**src/rtl/ascii_dec_parser_if.sv**
```systemverilog
// Byte-in / value-out handshake bundle for ascii_dec_parser.
// master = byte source + value consumer side, slave = the parser.
interface ascii_dec_parser_if #(
  parameter int W = 32
);
  logic         in_valid;
  logic         in_ready;
  logic [7:0]   in_data;
  logic         in_last;
  logic         out_valid;
  logic         out_ready;
  logic [W-1:0] out_value;
  logic         out_eol;
  logic         out_ovf;

  modport master (
    output in_valid, in_data, in_last, out_ready,
    input  in_ready, out_valid, out_value, out_eol, out_ovf
  );

  modport slave (
    input  in_valid, in_data, in_last, out_ready,
    output in_ready, out_valid, out_value, out_eol, out_ovf
  );
endinterface

```
**src/rtl/ascii_dec_parser.sv**
```systemverilog
// ASCII decimal text to W-bit binary parser, one value per number over valid/ready.
// Optional signed input ('-' prefix, two's complement output): define ASCII_DEC_PARSER_SIGNED_EN.
module ascii_dec_parser #(
  parameter int         W       = 32,
  parameter logic [7:0] NL_CHAR = 8'h0A
) (
  input  logic              clock,
  input  logic              reset,
  ascii_dec_parser_if.slave bus
);

  typedef enum logic [1:0] {
    S_IDLE  = 2'd0,
    S_ACCUM = 2'd1,
    S_EMIT  = 2'd2
  } state_t;

  state_t       state_q, state_d;
  logic         run_q;
  logic [W-1:0] acc_q, acc_d;
  logic         ovf_q, ovf_d;
  logic [W-1:0] val_q, val_d;
  logic         eol_q, eol_d;
  logic         vovf_q, vovf_d;
`ifdef ASCII_DEC_PARSER_SIGNED_EN
  logic         neg_q, neg_d;
  logic         nodig_q, nodig_d;
`endif

  logic         ready;
  logic         accept;
  logic         is_digit;
  logic [3:0]   digit;
  logic [W+3:0] mac;
  logic         emit;
  logic         term_eol;

  // run_q keeps in_ready low while reset is asserted and for the first edge after release
  assign ready    = run_q & (state_q != S_EMIT);
  assign accept   = bus.in_valid & ready;
  assign is_digit = (bus.in_data >= 8'h30) && (bus.in_data <= 8'h39);
  assign digit    = bus.in_data[3:0];
  assign mac      = ({4'b0000, acc_q} << 3) + ({4'b0000, acc_q} << 1)
                  + {{W{1'b0}}, digit};

  always_comb begin
    state_d  = state_q;
    acc_d    = acc_q;
    ovf_d    = ovf_q;
    val_d    = val_q;
    eol_d    = eol_q;
    vovf_d   = vovf_q;
    emit     = 1'b0;
    term_eol = 1'b0;
`ifdef ASCII_DEC_PARSER_SIGNED_EN
    neg_d    = neg_q;
    nodig_d  = nodig_q;
`endif
    case (state_q)
      S_IDLE: begin
        if (accept) begin
          if (is_digit) begin
            acc_d      = '0;
            acc_d[3:0] = digit;
            ovf_d      = 1'b0;
`ifdef ASCII_DEC_PARSER_SIGNED_EN
            neg_d      = 1'b0;
            nodig_d    = 1'b0;
`endif
            if (bus.in_last) begin
              emit     = 1'b1;
              term_eol = 1'b1;
            end else begin
              state_d  = S_ACCUM;
            end
          end
`ifdef ASCII_DEC_PARSER_SIGNED_EN
          else if ((bus.in_data == 8'h2D) && !bus.in_last) begin
            acc_d   = '0;
            ovf_d   = 1'b0;
            neg_d   = 1'b1;
            nodig_d = 1'b1;
            state_d = S_ACCUM;
          end
`endif
        end
      end
      S_ACCUM: begin
        if (accept) begin
          if (is_digit) begin
            acc_d = mac[W-1:0];
            ovf_d = ovf_q | (|mac[W+3:W]);
`ifdef ASCII_DEC_PARSER_SIGNED_EN
            nodig_d = 1'b0;
`endif
            if (bus.in_last) begin
              emit     = 1'b1;
              term_eol = 1'b1;
            end
          end
`ifdef ASCII_DEC_PARSER_SIGNED_EN
          else if (nodig_q) begin
            // lone '-' followed by a separator: drop it silently
            state_d = S_IDLE;
            neg_d   = 1'b0;
            nodig_d = 1'b0;
          end
`endif
          else begin
            emit     = 1'b1;
            term_eol = (bus.in_data == NL_CHAR) | bus.in_last;
          end
        end
      end
      S_EMIT: begin
        if (bus.out_ready) begin
          state_d = S_IDLE;
          acc_d   = '0;
          ovf_d   = 1'b0;
`ifdef ASCII_DEC_PARSER_SIGNED_EN
          neg_d   = 1'b0;
`endif
        end
      end
      default: state_d = S_IDLE;
    endcase

    // Terminate uses the _d values so a digit carrying in_last is folded in first
    if (emit) begin
      state_d = S_EMIT;
      eol_d   = term_eol;
`ifdef ASCII_DEC_PARSER_SIGNED_EN
      val_d   = neg_d ? ('0 - acc_d) : acc_d;
      vovf_d  = ovf_d | (acc_d[W-1] & (~neg_d | (|acc_d[W-2:0])));
`else
      val_d   = acc_d;
      vovf_d  = ovf_d;
`endif
    end
  end

  always_ff @(posedge clock or negedge reset) begin
    if (!reset) begin
      state_q <= S_IDLE;
      run_q   <= 1'b0;
      acc_q   <= '0;
      ovf_q   <= 1'b0;
      val_q   <= '0;
      eol_q   <= 1'b0;
      vovf_q  <= 1'b0;
`ifdef ASCII_DEC_PARSER_SIGNED_EN
      neg_q   <= 1'b0;
      nodig_q <= 1'b0;
`endif
    end else begin
      state_q <= state_d;
      run_q   <= 1'b1;
      acc_q   <= acc_d;
      ovf_q   <= ovf_d;
      val_q   <= val_d;
      eol_q   <= eol_d;
      vovf_q  <= vovf_d;
`ifdef ASCII_DEC_PARSER_SIGNED_EN
      neg_q   <= neg_d;
      nodig_q <= nodig_d;
`endif
    end
  end

  assign bus.in_ready  = ready;
  assign bus.out_valid = (state_q == S_EMIT);
  assign bus.out_value = val_q;
  assign bus.out_eol   = eol_q;
  assign bus.out_ovf   = vovf_q;

endmodule

```
**src/flat_wrapper.sv**
```systemverilog
// flat-port wrapper written by rule: the top's interface ports become plain ports
module ascii_dec_parser_flat 
#(
  parameter int         W       = 32,
  parameter logic [7:0] NL_CHAR = 8'h0A
)
  (clock, reset, bus_in_valid, bus_in_data, bus_in_last, bus_out_ready, bus_in_ready, bus_out_valid, bus_out_value, bus_out_eol, bus_out_ovf);
  ascii_dec_parser_if #(.W(W)) bus_i ();
  input  logic clock;
  input  logic reset;
  input wire logic [$bits(bus_i.in_valid)-1:0] bus_in_valid;
  input wire logic [$bits(bus_i.in_data)-1:0] bus_in_data;
  input wire logic [$bits(bus_i.in_last)-1:0] bus_in_last;
  input wire logic [$bits(bus_i.out_ready)-1:0] bus_out_ready;
  output wire logic [$bits(bus_i.in_ready)-1:0] bus_in_ready;
  output wire logic [$bits(bus_i.out_valid)-1:0] bus_out_valid;
  output wire logic [$bits(bus_i.out_value)-1:0] bus_out_value;
  output wire logic [$bits(bus_i.out_eol)-1:0] bus_out_eol;
  output wire logic [$bits(bus_i.out_ovf)-1:0] bus_out_ovf;
  assign bus_i.in_valid = bus_in_valid;
  assign bus_i.in_data = bus_in_data;
  assign bus_i.in_last = bus_in_last;
  assign bus_i.out_ready = bus_out_ready;
  assign bus_in_ready = bus_i.in_ready;
  assign bus_out_valid = bus_i.out_valid;
  assign bus_out_value = bus_i.out_value;
  assign bus_out_eol = bus_i.out_eol;
  assign bus_out_ovf = bus_i.out_ovf;
  ascii_dec_parser #(.W(W), .NL_CHAR(NL_CHAR)) u_core (.clock(clock), .reset(reset), .bus(bus_i));
endmodule
```
**config.mk**
```make
export PLATFORM = sky130hd
export DESIGN_NAME = ascii_dec_parser_flat
export DESIGN_NICKNAME = d
export VERILOG_FILES = /design/src/rtl/ascii_dec_parser_if.sv /design/src/rtl/ascii_dec_parser.sv /design/src/flat_wrapper.sv
export SDC_FILE = /design/constraint.sdc
export NUM_CORES = 1
export LEC_CHECK = 0
export CAP_MARGIN = 10
export CORE_MARGIN = 2
export CORE_UTILIZATION = 58
export CTS_BUF_LIST = sky130_fd_sc_hd__clkbuf_16
export DETAILED_ROUTE_END_ITERATION = 8
export GPL_TIMING_DRIVEN = 0
export PLACE_DENSITY = 0.82
export SYNTH_ARGS = -nofsm -noshare
export SYNTH_HDL_FRONTEND = slang
export SYNTH_SLANG_ARGS = --single-unit
```
**constraint.sdc**
```tcl
create_clock -name clock -period 4.4 [get_ports clock]
set_clock_uncertainty 0.2 [all_clocks]
set_input_delay 0.88 -clock clock [delete_from_list [all_inputs] [get_ports clock]]
set_output_delay 0.88 -clock clock [all_outputs]
set_load 0.01 [all_outputs]
```
======== After elaboration in Yosys (flattened, before gate mapping) ========
Cells that the tools add are included.
Widths: inputs -> output; s select.
word-level totals
  flip-flop bits (word level) ............. 70
  input port bits ......................... 13
  output and inout bits ................... 36
  logic and storage cells ................. 55
cells by class
  add/sub/neg operators ................... 2
  mux-type cells .......................... 27
  reduce and logical (&&, ||, !) cells .... 4
  bitwise logic cells ..................... 4
  equal/unequal tests ..................... 9
  order comparisons ....................... 2
operators by type and width
  operator            count
  $mux 32             5
  $pmux 32 s3         1
  $add 35x33->36      1
  $add 36x4->36       1
  $mux 1              12
  $mux 2              5
  $eq 8x4->1 const B  1
  $ge 8x6->1 const B  1
  $le 8x6->1 const B  1
  $ne 3x1->1 const B  2
  $ne 3x2->1 const B  2
  $pmux 2 s3          1
  $reduce_and 5->1    1
  $pmux 1 s2          2
  $reduce_or 4->1     1
  $pmux 1 s3          1
  $and 1x1->1         2
  $eq 2x1->1 const B  1
  $eq 2x2->1 const B  1
  $logic_not 2->1     1
  $ne 2x1->1 const B  1
  $ne 2x2->1 const B  1
  $or 1x1->1          2
  $logic_and 1x1->1   1

======== Longest topological paths before layout ========
  depth after elaboration ................. 7
  mapped depth ............................ 13
  depth with buffers taken out ............ 13

======== Least setup slack after synthesis ========
Ideal clock, no wire load.
  path kind ............................... input -> register
  start point ............................. in bus_in_data[3]
  end point ............................... reg u_core.val_q[29] (netlist: u_core.bus.out_value[29])
  path buffers ............................ 0
  setup slack ............................. 0.324 ns
  setup time .............................. 0.135 ns
  data required time ...................... 4.065 ns
  data arrival time ....................... 3.741 ns
  stages on the path ...................... 13
  cells stage by stage .................... inv_1 -> fa_1 -> inv_1 -> ha_1 -> a211oi_2 -> nor4_1 -> or3_4 -> a31o_4 -> a211oi_4 -> a21oi_2 -> a31oi_1 -> mux2i_1 -> a31oi_1
between the ends
  longest elaborated chain between the ends .. 5
  elaborated cells between the ends (all ways) .. 14
  those cells by class .................... 1 x add/sub; 2 x order compare; 10 x mux; 1 x reduce/logical
ends and longest elaborated chain
  element                                                RTL line                 source
  from (decl)                                            flat_wrapper.sv:12       input wire logic [$bits(bus_i.in_data)-1:0] bus_in_data;
  branches (longest 5 deep; another with $add 36x4->36)  -
  to (signal assigned)                                   ascii_dec_parser.sv:160  val_q <= val_d;
  to (decl)                                              ascii_dec_parser.sv:22   logic [W-1:0] val_q, val_d;
Several ways; the timed one is not identified.
A chain may end at the register's enable or synchronous reset.

======== Worst setup path after layout ========
  start point ............................. in bus_in_data[3]
  end point ............................... reg u_core.vovf_q (netlist: u_core.bus.out_ovf)
between the ends
  longest elaborated chain between the ends .. 6
  elaborated cells between the ends (all ways) .. 16
  those cells by class .................... 1 x add/sub; 2 x order compare; 10 x mux; 1 x bitwise; 2 x reduce/logical
ends and longest elaborated chain
  element               RTL line                 source
  $add 36x4->36         ascii_dec_parser.sv:44   + {{W{1'b0}}, digit};
  $reduce_or 4->1       ascii_dec_parser.sv:92   ovf_d = ovf_q | (|mac[W+3:W]);
  $or 1x1->1            ascii_dec_parser.sv:92
  $mux 1                ascii_dec_parser.sv:90   if (is_digit) begin
  $mux 1                ascii_dec_parser.sv:89   if (accept) begin
  $pmux 1 s3            ascii_dec_parser.sv:59   case (state_q)
  to (signal assigned)  ascii_dec_parser.sv:162  vovf_q <= vovf_d;
  to (decl)             ascii_dec_parser.sv:24   logic vovf_q, vovf_d;
Parallel ways exist; a longest one is shown, timed or not.

==> reports/metrics.yaml <==
clock_network:
  clock_sinks: 70
  cts_buffers: 9
  cts_buffer_depth: 2
  h-tree-depth: 3
  root_buffer: "clkbuf_16"
  cts_tree: "done"
  path_clk_slew_ns: 0.06
  clkLatencyLatePin_ns: 0.33
final_layout:
  final_common_cell: "dfrtp_1"
  fin_nets: 642
  multiInputGateArea_um2: 3040
  area_growth_pct: 19.1
  fillers: 599
  seq_area_um2: 1750
  antenna_cells_inserted: 0
  fin_util_pct: 71.2
  drive_gt1_share_pct: 11.4
  final_area_um2: 5850
  layout_common_cells: "70 x dfrtp_1, 63 x ha_1, 46 x clkdlybuf4s50_1"
grt:
  grt_pass1_vias: 4200
  antenna_found_initial: 0
  grt_first_pass_wirelength_um: 19800
  grtUsageTotal_pct: 28.0
  grt-ovfl-total: 0
  grt_max_degree: 71
worst_setup_path:
  startpoint_type: "primary input"
  rr_worst_depth: 13
  critPathKind: "primary input to flip-flop"
  cp.required_ns: 4.39
  crit-reg2reg-launch: "u_core.acc_q[2]"
  cp_slowest_cell: "fa_1"
  timing.rr.end: "u_core.bus.out_ovf"
  crit_path_start: "bus_in_data[3]"
  worstPathCellList: "dlygate4sd2_1, inv_1, fa_1, inv_1, ha_1, a211oi_2, nor4_1, or3_4, a31o_4, a211oi_4, a21oi_4, mux2i_1, o31ai_2, a31oi_1"
  crit_path_max_fanout: 4
  rrSetupSlack_ns: 0.52
  endpoint_kind: "flip-flop"
  crit_end: "u_core.bus.out_ovf"
  path_common_cell: "inv_1"
  crit_arrival_ns: 4.25
  slowest_delay_ns: 0.51
hold_path:
  hp-class: "flip-flop to flip-flop"
logic_synthesis:
  syn-num-nets: 581
  synth_cell_types: 63
  syn_inst: 503
  avgSynthCellArea_um2: 9.77
  synthArstFlopShare_pct: 100
  synth-seq-cells: 70
  yosys_warnings: 0
  netlist_area_um2: 4910
  ys.flop_type: "dfrtp_1"
  synth-edff-count: 0
  ys_seq_area_share_pct: 35.7
place:
  dpl_cell_area_um2: 5520
  io_buffers: 48
  dp_hpwl_um: 8760
  gp_congestion: 0.920
sta:
  finalMaxSlewViolations: 0
  whs_ns: 0.302
  tightest_slew_ns: 0.866
  period_minus_slack_ns: 4.26
  hold_viol: 0
  setup_viol: 0
  fin_crit_sh_pct: 96.9
  relSlewSlack_pct: 42.2
  fin_tns_setup_ns: 0
  max_freq_ghz: 0.235
pwr:
  p_leak_uw: 0.00285
  power_uw: 1700
  peakVddDrop_mv: 0.267
  power_density_nw_per_um2: 291
job:
  cap_violations: 0
drt:
  vias: 4212
  drt_first_iter_violations: 186
  finalWirelength_um: 12200
  postRouteAntennaNets: 0
  vias_per_cell: 6.25
  wire_per_inst_um: 18.1
  drt_pass1_iterations: 5
  drcViolationCount: 0
floorplan:
  core_area_um2: 8220
  die_area_um2: 9220
  pin_count: 49
  die_y_um: 96.0
  start_util_pct: 59.8
  std_cell_rows: 33
  die_w_um: 96.0
status:
  status: "complete, no violations"
## synthesized netlist by cell type (2+ instances only)
cell	instances	share of area (%)
buf_2	5	0.51
clkbuf_1	14	1.1
a21boi_0	3	0.46
a31oi_1	8	1.0
a32o_1	2	0.41
nand2b_1	3	0.38
fa_1	2	0.81
nor2b_1	3	0.38
ha_1	63	16
and3_1	5	0.64
a2111oi_0	3	0.53
nand3_1	8	0.81
a41oi_1	2	0.36
o21a_1	4	0.61
mux2i_1	7	1.4
nand2_1	44	3.4
mux2_2	29	6.6
dfrtp_1	70	36
nand4_1	8	1.0
o211ai_1	2	0.31
inv_1	18	1.4
a22o_1	9	1.6
nor4_1	2	0.25
o21ai_1	16	1.6
xor2_1	11	2.0
nor3_1	6	0.61
a211oi_1	5	0.76
a31o_2	2	0.36
o31ai_1	4	0.61
nor2_1	31	2.4
xnor2_1	13	2.3
a21o_1	11	1.7
o22ai_1	5	0.64
or3_1	2	0.25
and2_1	5	0.64
nand3b_1	2	0.31
o221ai_1	2	0.36
a21oi_1	30	3.1
o21ai_0	20	2.0
## cells by family after synthesis
logic type | after synthesis | synth area share, %
xor gates and xnor gates | 24 | 4.28
other | 1 | 0.0763
adders and majority gates | 65 | 16.9
buffers and inverters | 38 | 3.03
AOI/OAI and AO/OA | 143 | 19.9
DFF | 70 | 35.7
and+or+nand+nor | 126 | 12.2
muxes | 36 | 8.07
## through the flow
step                      std cells  setup slack, ns
after floorplan                 503            0.324
after global placement          656           -0.449
after detailed placement        656           -0.516
after CTS                       674            0.111
after global routing            674         -0.00671
final                           674            0.138
## per-layer routing
metal | GRT usage [%] | part of all wire [%] | wire length (µm) | vias up
met5 | 0 | 0 | 0 | -
met4 | 12.6 | 2.8 | 339 | 0
met3 | 4.31 | 4.5 | 549 | 35
met2 | 45.9 | 49 | 5960 | 138
met1 | 36.4 | 44 | 5380 | 2057
li1 | - | - | - | 1982
## worst max-delay path, delay by kind of cell
family,cells,cell delay (ns)
AO/OA/AOI/OAI,6,1.43
AND/OR/NAND/NOR,2,0.55
buffers and inverters,3,0.41
adder cells (fa/ha/maj),2,0.83
multiplexers,1,0.16
## how the worst min path moves through the flow
stage	start	to	slack, ns	cells after the start
floorplan	u_core.ovf_q	u_core.ovf_q	0.28	2
global placement	u_core.bus.out_value[14]	u_core.bus.out_value[14]	0.29	1
detailed placement	u_core.bus.out_value[12]	u_core.bus.out_value[12]	0.29	1
CTS	u_core.bus.out_value[12]	u_core.bus.out_value[12]	0.31	1
global route	u_core.bus.out_value[17]	u_core.bus.out_value[17]	0.32	1
finish	u_core.bus.out_value[13]	u_core.bus.out_value[13]	0.30	1
## registers in the layout (all words and copies together), names as in the netlist
register,count
u_core.acc_q,32
u_core.bus.out_value,32
u_core.state_q,2
u_core.bus.out_eol,1
u_core.bus.out_ovf,1
u_core.ovf_q,1
u_core.run_q,1
## power by group
part	switching, µW	total, µW	internal, µW	leakage (µW)
clock network	276	707	431	0.000149
logic	157	295	138	0.00173
registers	27.2	703	675	0.000963
## cell type report
| class | instances | share of cell area [%] |
|---|---|---|
| Clock buffer | 9 | 3.85 |
| Inverter | 19 | 1.22 |
| Clock inverter | 7 | 1.00 |
| Timing Repair Buffer | 50 | 8.40 |
| Tap cell | 105 | 2.25 |
| Sequential cell | 70 | 29.9 |
| Buffer | 19 | 1.33 |
| Multi-Input combinational cell | 395 | 52.0 |
## what timing repair did
action                                  4_1_cts  5_1_grt
buffers inserted                              2        0
gates cloned                                  0        0
pin swaps                                     7        0
hold buffers                                  0        0
resized for setup                             5        2
endpoints found under the setup margin       12        3
No activity file was read; power rests on OpenSTA's default activity.
